[src/rtl/rtc_pixel_generator_pkg.sv]
// Shared constants and glyph helpers for the RTC text overlay on the 640x480 VGA path.
// Character codes, edit-field encodings and the segment-style 8x16 glyph generator live here.
package rtc_pixel_generator_pkg;

  localparam logic [3:0] CH_COLON = 4'd10;
  localparam logic [3:0] CH_BLANK = 4'd11;

  typedef enum logic [1:0] {
    EDIT_NONE    = 2'd0,
    EDIT_HOURS   = 2'd1,
    EDIT_MINUTES = 2'd2,
    EDIT_SECONDS = 2'd3
  } edit_t;

  function automatic logic [3:0] digit_code(input logic [3:0] nib);
    return (nib > 4'd9) ? CH_BLANK : nib;
  endfunction

  // Glyph row for an 8x16 cell; bit 7 is the leftmost column.
  // Digits are drawn as seven bars {a,b,c,d,e,f,g}; anything above the colon is empty.
  function automatic logic [7:0] glyph_row(input logic [3:0] code, input logic [3:0] row);
    logic [6:0] seg;
    logic [7:0] r;
    seg = 7'b0000000;
    r   = 8'h00;
    case (code)
      4'd0:    seg = 7'b1111110;
      4'd1:    seg = 7'b0110000;
      4'd2:    seg = 7'b1101101;
      4'd3:    seg = 7'b1111001;
      4'd4:    seg = 7'b0110011;
      4'd5:    seg = 7'b1011011;
      4'd6:    seg = 7'b1011111;
      4'd7:    seg = 7'b1110000;
      4'd8:    seg = 7'b1111111;
      4'd9:    seg = 7'b1111011;
      default: seg = 7'b0000000;
    endcase
    if (seg[6] && row >= 4'd1 && row <= 4'd2)  r = r | 8'h7E;
    if (seg[5] && row >= 4'd2 && row <= 4'd7)  r = r | 8'h06;
    if (seg[4] && row >= 4'd8 && row <= 4'd13) r = r | 8'h06;
    if (seg[3] && row >= 4'd13 && row <= 4'd14) r = r | 8'h7E;
    if (seg[2] && row >= 4'd8 && row <= 4'd13) r = r | 8'h60;
    if (seg[1] && row >= 4'd2 && row <= 4'd7)  r = r | 8'h60;
    if (seg[0] && row >= 4'd7 && row <= 4'd8)  r = r | 8'h7E;
    if (code == CH_COLON && (row == 4'd4 || row == 4'd5 || row == 4'd10 || row == 4'd11))
      r = 8'h18;
    return r;
  endfunction

endpackage

[src/rtl/rtc_pixel_generator_if.sv]
// Pixel-stream bundle between the VGA sync generator, the RTC pixel stage and the pins.
interface rtc_pixel_generator_if;
  // Stream protocol: no backpressure; a pixel is valid once per rising edge of p_tick and
  // every consumer must accept it on that edge (the generator never waits).
  logic        p_tick;
  logic        video_on;
  logic [9:0]  pixel_X;
  logic [9:0]  pixel_Y;
  logic        sincro_horiz;
  logic        sincro_vert;
  logic [11:0] rgb;
  logic        hsync_out;
  logic        vsync_out;

  modport master (
    output p_tick, video_on, pixel_X, pixel_Y, sincro_horiz, sincro_vert,
    input  rgb, hsync_out, vsync_out
  );

  modport slave (
    input  p_tick, video_on, pixel_X, pixel_Y, sincro_horiz, sincro_vert,
    output rgb, hsync_out, vsync_out
  );
endinterface

[src/rtl/font_rom_rtc.sv]
// 256x8 synchronous glyph ROM, address {code[3:0], row[3:0]}; unused codes read zero.
module font_rom_rtc
  import rtc_pixel_generator_pkg::*;
(
  input  logic       CLK,
  input  logic       en,
  input  logic [7:0] addr,
  output logic [7:0] data
);

  always_ff @(posedge CLK) begin
    if (en) data <= glyph_row(addr[7:4], addr[3:0]);
  end

endmodule

[src/rtl/rtc_pixel_generator.sv]
// Renders "HH:MM:SS" as 2x-scaled 8x16 glyphs over a solid background, three pixel ticks
// behind the sync generator, with the syncs delayed through the same pipeline.
module rtc_pixel_generator
  import rtc_pixel_generator_pkg::*;
#(
  parameter int          TEXT_X       = 256,
  parameter int          TEXT_Y       = 224,
  parameter logic [11:0] FG_COLOR     = 12'hFFF,
  parameter logic [11:0] BG_COLOR     = 12'h00F,
  parameter int          BLINK_FRAMES = 30
)
(
  input  logic                  CLK,
  input  logic                  RESET,
  rtc_pixel_generator_if.slave  vid,
  input  logic [23:0]           time_bcd,
  input  logic [1:0]            edit_field
);

  localparam int FC_W = (BLINK_FRAMES > 1) ? $clog2(BLINK_FRAMES) : 1;
  localparam logic signed [10:0] TX = 11'(TEXT_X);
  localparam logic signed [10:0] TY = 11'(TEXT_Y);

  logic              p_tick_q, vs_q, adv, vs_fall;
  logic [23:0]       sh_time;
  edit_t             sh_edit;
  logic [FC_W-1:0]   frame_cnt;
  logic              blink;

  logic signed [10:0] dx, dy;
  logic               in_box, blank_sel;
  logic [2:0]         char_idx, gcol;
  logic [3:0]         grow, code;

  logic [3:0] a_code, a_grow;
  logic [2:0] a_gcol, b_gcol;
  logic       a_in_box, a_video, a_hs, a_vs;
  logic       b_in_box, b_video, b_hs, b_vs;
  logic [7:0] rom_data;

  assign adv     = vid.p_tick & ~p_tick_q;
  assign vs_fall = vs_q & ~vid.sincro_vert;

  // Time and edit state are sampled only at the VSYNC falling edge so a frame never tears.
  always_ff @(posedge CLK or negedge RESET) begin
    if (!RESET) begin
      p_tick_q  <= 1'b0;
      vs_q      <= 1'b0;
      sh_time   <= 24'h000000;
      sh_edit   <= EDIT_NONE;
      frame_cnt <= '0;
      blink     <= 1'b0;
    end else begin
      p_tick_q <= vid.p_tick;
      vs_q     <= vid.sincro_vert;
      if (vs_fall) begin
        sh_time <= time_bcd;
        sh_edit <= edit_t'(edit_field);
        if (frame_cnt == FC_W'(BLINK_FRAMES - 1)) begin
          frame_cnt <= '0;
          blink     <= ~blink;
        end else begin
          frame_cnt <= frame_cnt + FC_W'(1);
        end
      end
    end
  end

  // Signed 11-bit offsets keep pixels left of / above the box from aliasing into it.
  assign dx       = $signed({1'b0, vid.pixel_X}) - TX;
  assign dy       = $signed({1'b0, vid.pixel_Y}) - TY;
  assign in_box   = (dx >= 11'sd0) && (dx < 11'sd128) && (dy >= 11'sd0) && (dy < 11'sd32);
  assign char_idx = dx[6:4];
  assign gcol     = dx[3:1];
  assign grow     = dy[4:1];

  always_comb begin
    code      = CH_BLANK;
    blank_sel = 1'b0;
    case (char_idx)
      3'd0:    code = digit_code(sh_time[23:20]);
      3'd1:    code = digit_code(sh_time[19:16]);
      3'd3:    code = digit_code(sh_time[15:12]);
      3'd4:    code = digit_code(sh_time[11:8]);
      3'd6:    code = digit_code(sh_time[7:4]);
      3'd7:    code = digit_code(sh_time[3:0]);
      default: code = CH_COLON;
    endcase
    case (sh_edit)
      EDIT_HOURS:   blank_sel = (char_idx == 3'd0) || (char_idx == 3'd1);
      EDIT_MINUTES: blank_sel = (char_idx == 3'd3) || (char_idx == 3'd4);
      EDIT_SECONDS: blank_sel = (char_idx == 3'd6) || (char_idx == 3'd7);
      default:      blank_sel = 1'b0;
    endcase
    if (!in_box || (blink && blank_sel)) code = CH_BLANK;
  end

  font_rom_rtc u_font_rom (
    .CLK  (CLK),
    .en   (adv),
    .addr ({a_code, a_grow}),
    .data (rom_data)
  );

  // Stage A registers geometry, stage B lines up with the ROM read, stage C drives the pins.
  always_ff @(posedge CLK or negedge RESET) begin
    if (!RESET) begin
      a_code        <= CH_BLANK;
      a_grow        <= 4'd0;
      a_gcol        <= 3'd0;
      a_in_box      <= 1'b0;
      a_video       <= 1'b0;
      a_hs          <= 1'b1;
      a_vs          <= 1'b1;
      b_gcol        <= 3'd0;
      b_in_box      <= 1'b0;
      b_video       <= 1'b0;
      b_hs          <= 1'b1;
      b_vs          <= 1'b1;
      vid.rgb       <= 12'h000;
      vid.hsync_out <= 1'b1;
      vid.vsync_out <= 1'b1;
    end else if (adv) begin
      a_code        <= code;
      a_grow        <= grow;
      a_gcol        <= gcol;
      a_in_box      <= in_box;
      a_video       <= vid.video_on;
      a_hs          <= vid.sincro_horiz;
      a_vs          <= vid.sincro_vert;
      b_gcol        <= a_gcol;
      b_in_box      <= a_in_box;
      b_video       <= a_video;
      b_hs          <= a_hs;
      b_vs          <= a_vs;
      if (!b_video)
        vid.rgb <= 12'h000;
      else if (b_in_box && rom_data[3'd7 - b_gcol])
        vid.rgb <= FG_COLOR;
      else
        vid.rgb <= BG_COLOR;
      vid.hsync_out <= b_hs;
      vid.vsync_out <= b_vs;
    end
  end

endmodule

[src/flat_wrapper.sv]
// flat-port wrapper written by rule: the top's interface ports become plain ports
module rtc_pixel_generator_flat import rtc_pixel_generator_pkg::*;
#(
  parameter int          TEXT_X       = 256,
  parameter int          TEXT_Y       = 224,
  parameter logic [11:0] FG_COLOR     = 12'hFFF,
  parameter logic [11:0] BG_COLOR     = 12'h00F,
  parameter int          BLINK_FRAMES = 30
)
  (CLK, RESET, time_bcd, edit_field, vid_p_tick, vid_video_on, vid_pixel_X, vid_pixel_Y, vid_sincro_horiz, vid_sincro_vert, vid_rgb, vid_hsync_out, vid_vsync_out);
  rtc_pixel_generator_if vid_i ();
  input  logic CLK;
  input  logic RESET;
  input  logic [23:0] time_bcd;
  input  logic [1:0] edit_field;
  input wire logic [$bits(vid_i.p_tick)-1:0] vid_p_tick;
  input wire logic [$bits(vid_i.video_on)-1:0] vid_video_on;
  input wire logic [$bits(vid_i.pixel_X)-1:0] vid_pixel_X;
  input wire logic [$bits(vid_i.pixel_Y)-1:0] vid_pixel_Y;
  input wire logic [$bits(vid_i.sincro_horiz)-1:0] vid_sincro_horiz;
  input wire logic [$bits(vid_i.sincro_vert)-1:0] vid_sincro_vert;
  output wire logic [$bits(vid_i.rgb)-1:0] vid_rgb;
  output wire logic [$bits(vid_i.hsync_out)-1:0] vid_hsync_out;
  output wire logic [$bits(vid_i.vsync_out)-1:0] vid_vsync_out;
  assign vid_i.p_tick = vid_p_tick;
  assign vid_i.video_on = vid_video_on;
  assign vid_i.pixel_X = vid_pixel_X;
  assign vid_i.pixel_Y = vid_pixel_Y;
  assign vid_i.sincro_horiz = vid_sincro_horiz;
  assign vid_i.sincro_vert = vid_sincro_vert;
  assign vid_rgb = vid_i.rgb;
  assign vid_hsync_out = vid_i.hsync_out;
  assign vid_vsync_out = vid_i.vsync_out;
  rtc_pixel_generator #(.TEXT_X(TEXT_X), .TEXT_Y(TEXT_Y), .FG_COLOR(FG_COLOR), .BG_COLOR(BG_COLOR), .BLINK_FRAMES(BLINK_FRAMES)) u_core (.CLK(CLK), .RESET(RESET), .vid(vid_i), .time_bcd(time_bcd), .edit_field(edit_field));
endmodule
[config.mk]
export PLATFORM = sky130hd
export DESIGN_NAME = rtc_pixel_generator_flat
export DESIGN_NICKNAME = d
export VERILOG_FILES = /design/src/rtl/rtc_pixel_generator_pkg.sv /design/src/rtl/rtc_pixel_generator_if.sv /design/src/rtl/font_rom_rtc.sv /design/src/rtl/rtc_pixel_generator.sv /design/src/flat_wrapper.sv
export SDC_FILE = /design/constraint.sdc
export NUM_CORES = 1
export LEC_CHECK = 0
export ABC_AREA = 0
export BUFFER_PORTS_ARGS = -buffer_cell sky130_fd_sc_hd__buf_4
export CAP_MARGIN = 40
export CELL_PAD_IN_SITES_DETAIL_PLACEMENT = 1
export CELL_PAD_IN_SITES_GLOBAL_PLACEMENT = 2
export CORE_MARGIN = 3
export CORE_UTILIZATION = 35
export CTS_CLUSTER_SIZE = 30
export DETAILED_ROUTE_END_ITERATION = 8
export GPL_TIMING_DRIVEN = 0
export MAX_ROUTING_LAYER = met4
export PLACE_DENSITY_LB_ADDON = 0.1
export SLEW_MARGIN = 20
export SYNTH_ARGS = -nofsm -noshare
export SYNTH_HDL_FRONTEND = slang
export SYNTH_SLANG_ARGS = --single-unit
[constraint.sdc]
create_clock -name CLK -period 5.75 [get_ports CLK]
set_clock_uncertainty 0.1 [all_clocks]
set_input_delay 0.575 -clock CLK [delete_from_list [all_inputs] [get_ports CLK]]
set_output_delay 0.575 -clock CLK [all_outputs]
set_load 0.03 [all_outputs]
==> summary.txt, run 1 <==
Clocking
  – Post-CTS Setup Bufs: 0
  – Htree depth: 3
  – Clk root buf: clkbuf_8
  – Worst-path clk slew: 70 ps
  – Later-pin clock latency in the skew report: 340 ps
  – Max Root-Sink Buffers: 2
  – Clk sinks: 63
  – CTS tree: yes
  – TritonCTS Buffers: 9

Floorplanning
  – # IOs: 66
  – Row count: 34
  – Die Span Y: 102 um
  – Core area: 8850 sq um
  – Initial core utilization: 36.7%
  – Die Wd: 102 um
  – Die ar.: 10500 sq um

Routing
  – Detailed Route Iter0 Violations: 79
  – Wire per inst: 14.3 um
  – Post-detailed-routing wire length: 8160 um
  – Remaining antenna violation count after routing: 0
  – Routed via count: 2787
  – Vias per cell: 4.90
  – Number of detailed-route iterations in the first pass: 4
  – DR DRC count: 0

Synthesis
  – Cell variety after synth: 47
  – Synth Flop Type: dfrtp_1
  – Seq/Total Area, Yosys: 49.4%
  – Top cell type by total area after synthesis: dfrtp_1
  – Async set-reset flop share out of synthesis: 95.2%
  – Synth top cells by count: nand2_1 (154), dfrtp_1 (51), o21ai_0 (19)
  – Synth Cell Area: 3240 sq um
  – Average cell area after synthesis: 8.54 sq um
  – Post-synth top area share: 39.3%
  – Syn_nets: 441
  – Top post-synthesis cells by area: dfrtp_1 (39%), nand2_1 (18%), dfstp_2 (7.3%)
  – Yosys Warn Count: 0
  – Count leader, synth: nand2_1
  – EDFF count, synth: 3
  – Gate Count Post-Synth: 380
  – Post-synthesis register bit count: 63

Placed design
  – I/O Buffers: 63
  – DP Area: 3850 sq um
  – Half-perimeter wire length of the detailed placement result: 6050 um
  – GP Congestion: 0.817

STA
  – Measured slew at the worst slew-check pin: 592 ps
  – RSZ-0062 raised after global routing: false
  – Fin Setup TNS: 0 ps
  – Final hold violation count: 0
  – Max Fclk: 487 MHz
  – Min Tclk post-route: 2050 ps
  – Pins over their slew limit: 0
  – Final period utilization: 35.7%
  – Smallest hold slack: 250 ps
  – Endpoints failing setup: 0
  – Rel. slew slack: 60.6%

Worst hold path
  – Hold Crit Class: input pin to register

Layout
  – Final Cell Area: 4090 sq um
  – Share of cells above drive strength 1: 23.0%
  – Layout area overhead: 26.0%
  – Nets: 517
  – Final antenna diode count: 0

Flow run
  – MaxCap Viol Count: 0

Worst setup path
  – CP startpoint: u_core.a_code[1]$_DFFE_PN1P_
  – CP Launch Type: register
  – CP endpoint: u_core.u_font_rom.data[5]$_SDFFCE_PP0P_
  – Crit Path Max Fanout: 5
  – R2r startpoint: u_core.a_code[1]$_DFFE_PN1P_
  – Worst reg2reg path endpoint: u_core.u_font_rom.data[5]$_SDFFCE_PP0P_
  – FF-to-FF path depth: 7
  – Worst Setup Path Type: register to register
  – Worst EP required: 5730 ps
  – Worst path arrival time: 2040 ps
  – CP Capture Type: register
  – Reg2reg setup slack: 3700 ps

Pwr
  – Design Power: 1.17 mW
  – Leakage: 2.05 nW
  – Peak supply drop: 0.000119 V
  – Power per cell area: 286 nW/um^2

GRT
  – Vias in the first global route: 2865
  – Initial antenna violation count: 0
  – Total GRT Usage: 17.2%
  – Global-route wire length before repair: 13500 um
  – Gr ovfl total: 0
  – Largest net degree at the start of global routing: 61

Outcome
  – Status: finished clean
## through the flow
| step | std cells | setup WS [ps] | util [%] |
|---|---|---|---|
| final | 569 | 3700 | 46.2 |
| after CTS | 567 | 3700 | 45.8 |
| after global placement | 551 | 3490 | 43.5 |
| after global routing | 569 | 3540 | 46.2 |
| after floorplan | 380 | 3900 | - |
| after detailed placement | 551 | 3430 | 43.5 |
## how the worst min path moves through the flow
| stage | start | to | slack [ps] | depth (start not counted) |
|---|---|---|---|---|
| 2_1_floorplan | RESET | u_core.a_code[2]$_DFFE_PN0P_ | 180 | 0 |
| 3_3_place_gp | u_core.b_hs$_DFFE_PN1P_ | u_core.vid.hsync_out$_DFFE_PN1P_ | 340 | 2 |
| 3_5_place_dp | u_core.b_hs$_DFFE_PN1P_ | u_core.vid.hsync_out$_DFFE_PN1P_ | 350 | 2 |
| 4_1_cts | RESET | u_core.sh_time[14]$_DFFE_PN0P_ | 230 | 1 |
| 5_1_grt | vid_p_tick | u_core.p_tick_q$_DFF_PN0_ | 230 | 1 |
| 6_report | vid_p_tick | u_core.p_tick_q$_DFF_PN0_ | 250 | 1 |
## placed cells by master (no fill, tap or decap), types with 3 or more instances in the layout
master and instances:
a31oi_1 4, xor2_1 3, dfstp_2 9, a211oi_1 4, clkbuf_1 13, buf_4 73
mux2i_1 4, nand3_1 3, clkbuf_8 9, a32oi_1 4, dfrtp_1 51, nand2b_1 4
nor2_1 9, o21ai_0 19, ha_1 9, a21oi_1 9, nor3_1 5, mux2_2 3
nand2_1 154, buf_1 6, o21a_1 5, inv_1 14, edfxtp_1 3
## cells by family (layout without fill, tap and decap cells)
family / after synthesis / after routing / synth area share (%)
fa+ha+maj: 9 / 9 / 3.47
xor+xnor: 5 / 5 / 1.35
mux: 7 / 7 / 2.28
compound gates: 63 / 63 / 13.2
simple gates: 189 / 189 / 24.0
buf+inv: 44 / 125 / 6.32
flops: 63 / 63 / 49.4
## report_power, final
part / total, mW / switching (mW) / internal, mW
logic: 0.216 / 0.118 / 0.0983
clock network: 0.391 / 0.188 / 0.203
registers: 0.561 / 0.0516 / 0.509
total: 1.17 / 0.358 / 0.810
## metal layers
| layer | track usage (%) | wire (um) | vias up |
|---|---|---|---|
| li1 | - | - | 1406 |
| met1 | 22.4 | 4060 | 1328 |
| met2 | 26.7 | 3760 | 46 |
| met3 | 4.57 | 284 | 7 |
| met4 | 3.94 | 56 | 0 |
| met5 | - | 0 | - |
## cell type report
| cell class | count | area, sq um |
|---|---|---|
| Sequential cell | 63 | 1600 |
| Buffer | 30 | 153 |
| Clock inverter | 6 | 68.8 |
| Clock buffer | 10 | 128 |
| Fill cell | 1081 | 4760 |
| Inverter | 14 | 52.6 |
| Timing Repair Buffer | 65 | 510 |
| Multi-Input combinational cell | 273 | 1440 |
| Tap cell | 108 | 135 |
## worst max-delay path, stage by stage, from the launching register on
cell and delay [ps]:
dfstp_2 580, inv_1 110, ha_1 310, nand2b_1 150, a31oi_1 170, nor2_1 70
a21oi_1 220, a21oi_1 100
## flip-flops by register name (all words and copies together), names as in the netlist, 2 cells and up
register,cells
u_core.a_code,4
u_core.a_gcol,3
u_core.a_grow,4
u_core.b_gcol,3
u_core.frame_cnt,5
u_core.sh_edit,2
u_core.sh_time,24
u_core.u_font_rom.data,3
u_core.vid.rgb,2
## timing repair
item | CTS | global route
gates resized for setup | 0 | 0
hold buffers | 0 | 1
hold endpoints to repair | 0 | 13
(Power assumes the default switching activity.)
==> inputs of run 2 (changes only) <==
Settings changed: ABC_AREA 0 to 1, CORE_UTILIZATION 35 to 28.
Clock period 5.75 ns to 1.74 ns, I/O delays scaled along.
==> summary.txt, run 2 <==
Outcome
  – Status: finished clean (unchanged)

STA
  – Measured slew at the worst slew-check pin: 601 ps (was 592 ps)
  – Rel. slew slack: 59.9% (was 60.6%)
  – RSZ-0062 raised after global routing: true (was false)
  – Endpoints failing setup: 0 (unchanged)
  – Min Tclk post-route: 1680 ps (was 2050 ps)
  – Final setup margin: 59.3 ps (was 3700 ps)
  – Final period utilization: 96.6% (was 35.7%)
  – Final hold violation count: 0 (unchanged)
  – Pins over their slew limit: 0 (unchanged)
  – Max Fclk: 595 MHz (was 487 MHz)

Layout
  – Nets: 619 (was 517)
  – Commonest non-fill, non-tap cells in the layout: nand2_1 (150), buf_4 (76), inv_1 (51), dfrtp_1 (51) (was nand2_1 (154), buf_4 (73), dfrtp_1 (51))
  – Commonest non-fill, non-tap cell in the layout: nand2_1 (unchanged)
  – Share of cells above drive strength 1: 21.0% (was 23.0%)
  – Area taken by multi-input logic gates: 1420 sq um (was 1440 sq um)
  – Top flop regs: u_core.sh_time (24), u_core.frame_cnt (5) (unchanged)
  – Sequential Area: 1600 sq um (unchanged)
  – Max reg flops: 24 (unchanged)
  – Layout area overhead: 42.8% (was 26.0%)
  – Largest Register: u_core.sh_time (unchanged)
  – Final antenna diode count: 0 (unchanged)
  – FILL cells: 1401 (was 1081)

Synthesis
  – Syn_nets: 503 (was 441)
  – Gate Count Post-Synth: 442 (was 380)
  – Post-Synth Adder-Cell Area: 3.40% (was 3.47%)
  – Synth top cells by count: nand2_1 (153), inv_1 (53), dfrtp_1 (51) (was nand2_1 (154), dfrtp_1 (51), o21ai_0 (19))
  – Average cell area after synthesis: 7.49 sq um (was 8.54 sq um)
  – Count leader, synth: nand2_1 (unchanged)
  – Synth Flop Type: dfrtp_1 (unchanged)
  – Post-synthesis register bit count: 63 (unchanged)
  – Cell variety after synth: 26 (was 47)
  – Async set-reset flop share out of synthesis: 95.2% (unchanged)
  – Top post-synthesis cells by area: dfrtp_1 (39%), nand2_1 (17%), dfstp_2 (7.1%) (was dfrtp_1 (39%), nand2_1 (18%), dfstp_2 (7.3%))
  – Synth Area in XOR/XNOR: 0.264% (was 1.35%)
  – Mux cell area share after synthesis: 0% (was 2.28%)
  – Seq/Total Area, Yosys: 48.4% (was 49.4%)
  – Post-synth top area share: 38.5% (was 39.3%)
  – Yosys Warn Count: 0 (unchanged)
  – EDFF count, synth: 3 (unchanged)
  – Simple-gate share of the synthesized area: 28.7% (was 24.0%)
  – Synth Cell Area: 3310 sq um (was 3240 sq um)
  – Largest family of logic cells by synthesized area: simple AND/OR/NAND/NOR gates (unchanged)
  – Synth Area in Compound Gates: 9.37% (was 13.2%)
  – Top cell type by total area after synthesis: dfrtp_1 (unchanged)

Worst setup path
  – CP startpoint: u_core.a_code[1]$_DFFE_PN1P_ (unchanged)
  – Worst Setup Path Type: register to register (unchanged)
  – CP cell instances: inv_2 > ha_4 > o21ai_2 > nand2_2 > nand3_2 > nand3_1 > nand2_1 > inv_1 (was inv_1 > ha_1 > nand2b_1 > a31oi_1 > nor2_1 > a21oi_1 > a21oi_1)
  – Worst path arrival time: 1660 ps (was 2040 ps)
  – Worst EP required: 1720 ps (was 5730 ps)
  – Max stage delay on crit path: 560 ps (was 580 ps)
  – CP Capture Type: register (unchanged)
  – WP buf/inv: 2 (was 1)
  – CP Launch Type: register (unchanged)
  – Crit Path Max Fanout: 4 (was 5)
  – Critical path's top delay family: flip-flops (unchanged)
  – R2r startpoint: u_core.a_code[1]$_DFFE_PN1P_ (unchanged)
  – Critical Path Slowest Stage Cell: dfstp_2 (unchanged)

Pwr
  – Net Sw Frac: 27.7% (was 30.6%)
  – Leakage: 2.43 nW (was 2.05 nW)
  – Clock network fraction of design power: 39.9% (was 33.4%)
  – Net switching power of the design: 1.23 mW (was 358 uW)
  – Sequential cell fraction of total power: 41.7% (was 48.0%)
  – Design Power: 4.43 mW (was 1.17 mW)
  – Peak supply drop: 0.000672 V (was 0.000119 V)
  – Int Power: 3.20 mW (was 810 uW)
  – Combinational power share: 18.5% (about the same)
  – Power per cell area: 937 nW/um^2 (was 286 nW/um^2)

Clocking
  – TritonCTS Buffers: 9 (unchanged)
  – Worst-path clk slew: 50 ps (was 70 ps)
  – Max Root-Sink Buffers: 2 (unchanged)
  – Later-pin clock latency in the skew report: 330 ps (was 340 ps)
  – Htree depth: 3 (unchanged)
  – Clk sinks: 63 (unchanged)
  – CTS tree: yes (unchanged)
  – Clk root buf: clkbuf_16 (was clkbuf_8)

GRT
  – Largest net degree at the start of global routing: 61 (unchanged)
  – Gr ovfl total: 0 (unchanged)
  – Total GRT Usage: 15.0% (was 17.2%)
  – Initial antenna violation count: 0 (unchanged)
  – Vias in the first global route: 3199 (was 2865)
  – Global-route wire length before repair: 15100 um (was 13500 um)

Floorplanning
  – Die Wd: 115 um (was 102 um)
  – Die Span Y: 115 um (was 102 um)
  – Initial core utilization: 28.9% (was 36.7%)
  – # IOs: 66 (unchanged)
  – Row count: 39 (was 34)
  – Core area: 11500 sq um (was 8850 sq um)
  – Die ar.: 13200 sq um (was 10500 sq um)

Routing
  – Wire per inst: 13.0 um (was 14.3 um)
  – Routed via count: 3150 (was 2787)
  – Vias per cell: 4.46 (was 4.90)
  – Detailed Route Iter0 Violations: 95 (was 79)
  – Post-detailed-routing wire length: 9170 um (was 8160 um)
  – Number of detailed-route iterations in the first pass: 4 (unchanged)
  – Remaining antenna violation count after routing: 0 (unchanged)
  – DR DRC count: 0 (unchanged)

Worst hold path
  – Hold Crit Class: input pin to async pin (was input pin to register)

Flow run
  – MaxCap Viol Count: 0 (unchanged)

Placed design
  – Pre-CTS WS: -134 ps (was 3430 ps)
  – I/O Buffers: 63 (unchanged)
  – Half-perimeter wire length of the detailed placement result: 6660 um (was 6050 um)
  – GP Congestion: 0.840 (was 0.817)
run 2: changes by cell type after synthesis, moves of 5 or more:
cell	before	now
o21a_1	5	0
o21ai_0	19	45
clkbuf_1	12	6
nor2_1	9	43
inv_1	14	53
nand3_1	3	25
buf_1	6	1
run 2: repair_timing:
item                                   4_1_cts  5_1_grt
pin swaps                                    3        7
setup buffers                                2        1
hold buffers                                38        0
endpoints found under the hold margin       89        0
gates resized for setup                      5        8
setup endpoints to repair                    3        2
run 2: worst paths after layout:
path	to	slack (ps)	depth (start not counted)
hold / removal	u_core.vid.rgb[10]$_DFFE_PN0P_	100	2
max in group asynchronous	u_core.a_vs$_DFFE_PN1P_	920	3
hold reg to reg	u_core.a_hs$_DFFE_PN1P_	360	2
min in group CLK	u_core.a_code[3]$_DFFE_PN1P_	160	5
setup reg to reg	u_core.u_font_rom.data[2]$_SDFFCE_PP0P_	60	8
setup / recovery	u_core.u_font_rom.data[2]$_SDFFCE_PP0P_	60	8
run 2: cells by family after synthesis:
kind of cell | Yosys count
compound gates | 59
buf+inv | 75
flops | 63
fa+ha+maj | 9
xor+xnor | 1
simple gates | 235
run 2: worst register-to-register path: cells and delay by family (launching register included):
kind,cells,cell delay [ps]
buffers and inverters,2,110
DFF,1,560
AOI/OAI and AO/OA,1,120
adders and majority gates,1,220
and+or+nand+nor,4,330
run 2: power by group through the flow:
stage | Combinational (mW) | Clock, mW | Sequential (mW)
5_1_grt | 0.934 | 1.89 | 1.87
4_1_cts | 0.822 | 1.82 | 1.85
6_report | 0.818 | 1.77 | 1.85
2_1_floorplan | 0.437 | 0 | 1.85
3_3_place_gp | 0.726 | 0 | 1.86
3_5_place_dp | 0.747 | 0 | 1.87
run 2: cell type report:
class | instances | share of cell area, %
Tap cell | 143 | 3.78
Sequential cell | 63 | 33.9
Timing Repair Buffer | 105 | 19.2
Clock inverter | 4 | 0.952
Clock buffer | 12 | 5.21
Buffer | 21 | 2.62
Multi-Input combinational cell | 304 | 30.1
Inverter | 54 | 4.29
run 2: metrics by stage:
step	hold slack (ps)	setup TNS (ps)	instance area [sq um]	util [%]	instances
2_1_floorplan	-222	0	3310	-	442
3_3_place_gp	204	-269	3960	34.6	648
3_5_place_dp	204	-300	3960	34.6	648
4_1_cts	154	0	4670	40.8	704
5_1_grt	105	-63.9	4730	41.2	706
6_report	96.5	0	4730	41.2	706
run 2: per-layer routing:
metal,global-route usage (%),vias up,wire [um]
met5,-,-,0
met4,4.07,0,102
met3,3.53,7,287
met2,25.3,44,4760
met1,17.9,1494,4020
li1,-,1605,-
==> inputs of run 3 (changes only) <==
Settings changed: CORE_UTILIZATION 28 to 31, SETUP_SLACK_MARGIN set to 0.4.
Clock period 1.74 ns to 1.9 ns, I/O delays scaled along.
==> summary.txt, run 3 (synthesis gave the netlist of run 2 again) <==
Clocking
  – Clk root buf: clkbuf_8 (was clkbuf_16)
  – Clk sinks: 63 (unchanged)
  – Worst-path clk slew: 80 ps (was 50 ps)
  – Htree depth: 3 (unchanged)
  – TritonCTS Buffers: 9 (unchanged)
  – Max Root-Sink Buffers: 2 (unchanged)
  – CTS tree: yes (unchanged)
  – Later-pin clock latency in the skew report: 340 ps (was 330 ps)

Placed design
  – I/O Buffers: 63 (unchanged)
  – GP Congestion: 0.860 (was 0.840)
  – Pre-CTS WS: 172 ps (was -134 ps)
  – DP Area: 3970 sq um (was 3960 sq um)
  – Half-perimeter wire length of the detailed placement result: 6580 um (was 6660 um)

Pwr
  – Design Power: 3.60 mW (was 4.43 mW)
  – Net switching power of the design: 1.11 mW (was 1.23 mW)
  – Peak supply drop: 0.000322 V (was 0.000672 V)
  – Combinational power share: 20.7% (was 18.5%)
  – Clock network fraction of design power: 32.4% (was 39.9%)
  – Int Power: 2.49 mW (was 3.20 mW)
  – Net Sw Frac: 30.8% (was 27.7%)
  – Leakage: 2.41 nW (was 2.43 nW)
  – Power per cell area: 770 nW/um^2 (was 937 nW/um^2)
  – Sequential cell fraction of total power: 46.9% (was 41.7%)

Worst setup path
  – Crit Path Max Fanout: 4 (unchanged)
  – CP cell instances: inv_2 > ha_4 > nand2_1 > nand3_1 > o21ai_1 > nand2_1 > nand3_2 > nand2_1 > inv_1 (was inv_2 > ha_4 > o21ai_2 > nand2_2 > nand3_2 > nand3_1 > nand2_1 > inv_1)
  – Worst EP required: 1910 ps (was 1720 ps)
  – Max stage delay on crit path: 590 ps (was 560 ps)
  – Reg2reg setup slack: 200 ps (was 60 ps)
  – Stages on the worst setup path: 9 (was 8)
  – Critical path's top delay family: flip-flops (unchanged)
  – WP buf/inv: 2 (unchanged)
  – Cell mode on critical path: nand2_1
  – Worst path arrival time: 1710 ps (was 1660 ps)
  – CP Capture Type: register (unchanged)
  – CP Launch Type: register (unchanged)
  – Worst Setup Path Type: register to register (unchanged)
  – FF-to-FF path depth: 9 (was 8)
  – Critical Path Slowest Stage Cell: dfstp_2 (unchanged)

Worst hold path
  – Hold Crit Class: input pin to async pin (unchanged)

Layout
  – Final Cell Area: 4680 sq um (was 4730 sq um)
  – Commonest non-fill, non-tap cell in the layout: nand2_1 (unchanged)
  – Commonest non-fill, non-tap cells in the layout: nand2_1 (152), buf_4 (80), inv_1 (50), dfrtp_1 (50) (was nand2_1 (150), buf_4 (76), inv_1 (51), dfrtp_1 (51))
  – FILL cells: 1320 (was 1401)
  – Max reg flops: 24 (unchanged)
  – Nets: 623 (was 619)
  – Top flop regs: u_core.sh_time (24), u_core.frame_cnt (5) (unchanged)
  – Largest Register: u_core.sh_time (unchanged)
  – Share of cells above drive strength 1: 23.5% (was 21.0%)
  – Final core occ: 45.1% (was 41.2%)
  – Layout area overhead: 41.2% (was 42.8%)
  – Final antenna diode count: 0 (unchanged)

Floorplanning
  – Core area: 10400 sq um (was 11500 sq um)
  – # IOs: 66 (unchanged)
  – Row count: 37 (was 39)
  – Die Wd: 109 um (was 115 um)
  – Initial core utilization: 31.9% (was 28.9%)
  – Die ar.: 12000 sq um (was 13200 sq um)
  – Die Span Y: 109 um (was 115 um)

GRT
  – Largest net degree at the start of global routing: 61 (unchanged)
  – Gr ovfl total: 0 (unchanged)
  – Initial antenna violation count: 0 (unchanged)
  – Global-route wire length before repair: 15800 um (was 15100 um)
  – Vias in the first global route: 3372 (was 3199)
  – Total GRT Usage: 17.4% (was 15.0%)

Outcome
  – Status: finished clean (unchanged)

STA
  – Rel. slew slack: 72.5% (was 59.9%)
  – Endpoints failing setup: 0 (unchanged)
  – Fin Setup TNS: 0 ps (unchanged)
  – Final period utilization: 89.4% (was 96.6%)
  – Min Tclk post-route: 1700 ps (was 1680 ps)
  – Final hold violation count: 0 (unchanged)
  – Measured slew at the worst slew-check pin: 409 ps (was 601 ps)
  – RSZ-0062 raised after global routing: true (unchanged)
  – Max Fclk: 588 MHz (was 595 MHz)
  – Final setup margin: 201 ps (was 59.3 ps)
  – Pins over their slew limit: 0 (unchanged)

Routing
  – DR DRC count: 0 (unchanged)
  – Vias per cell: 4.54 (was 4.46)
  – Routed via count: 3193 (was 3150)
  – Wire per inst: 13.3 um (was 13.0 um)
  – Post-detailed-routing wire length: 9360 um (was 9170 um)
  – Number of detailed-route iterations in the first pass: 4 (unchanged)
  – Detailed Route Iter0 Violations: 71 (was 95)
  – Remaining antenna violation count after routing: 0 (unchanged)

Flow run
  – MaxCap Viol Count: 0 (unchanged)
-- run 3: changes by cell type in the layout (fill, tap and decap cells not counted), sizes merged --
cell,previous run,this run
buf,82,86
clkinvlp,0,3
clkbuf,18,16
clkinv,3,2
-- run 3: final timing paths --
kind | from | to
max in group asynchronous | RESET | u_core.a_vs$_DFFE_PN1P_
max reg2reg | u_core.a_code[1]$_DFFE_PN1P_ | u_core.u_font_rom.data[2]$_SDFFCE_PP0P_
min in group CLK | vid_p_tick | u_core.a_code[3]$_DFFE_PN1P_
min reg2reg | u_core.a_vs$_DFFE_PN1P_ | u_core.b_vs$_DFFE_PN1P_
max | u_core.a_code[1]$_DFFE_PN1P_ | u_core.u_font_rom.data[2]$_SDFFCE_PP0P_
min | RESET | u_core.a_gcol[2]$_DFFE_PN0P_
-- run 3: routing by layer --
| metal | track usage [%] | vias up | wire, um |
|---|---|---|---|
| met3 | 3.70 | 11 | 262 |
| met1 | 20.5 | 1523 | 4070 |
| li1 | - | 1616 | - |
| met4 | 4.81 | 0 | 119 |
| met5 | - | - | 0 |
| met2 | 30.0 | 43 | 4900 |
-- run 3: worst reg2reg max path, delay by kind of cell (launching register included) --
| kind | cells | cell delay, ps |
|---|---|---|
| DFF | 1 | 590 |
| adders and majority gates | 1 | 270 |
| and+or+nand+nor | 5 | 330 |
| buffers and inverters | 2 | 110 |
| AOI/OAI and AO/OA | 1 | 60 |
-- run 3: final cells by class --
type | count | area [sq um] | area share (%)
multi-input cells | 304 | 1440 | 30.8
flip-flops and latches | 63 | 1600 | 34.3
plain buffers | 21 | 133 | 2.84
clock inverters | 6 | 61.3 | 1.31
clock buffers | 10 | 128 | 2.73
inverters | 54 | 203 | 4.34
repair buffers | 109 | 937 | 20.0
well taps | 136 | 170 | 3.64
-- run 3: power groups by stage --
stage / registers (mW) / clock network (mW) / logic, mW
final: 1.69 / 1.17 / 0.745
after global routing: 1.72 / 1.28 / 0.862
after CTS: 1.69 / 1.20 / 0.749
after detailed placement: 1.71 / 0 / 0.681
after global placement: 1.71 / 0 / 0.661
after floorplan: 1.70 / 0 / 0.402
-- run 3: what timing repair did --
action	4_1_cts	5_1_grt
setup buffers	5	2
hold buffers	38	0
endpoints found under the setup margin	25	47
resized for setup	8	19
hold endpoints to repair	89	0
cloned	0	0
pin swaps	6	8
-- run 3: stage by stage --
stage,hold WS (ps),instances
6_report,89.3,703
5_1_grt,76.9,703
4_1_cts,155,700
3_5_place_dp,224,641
3_3_place_gp,219,641
2_1_floorplan,-206,442
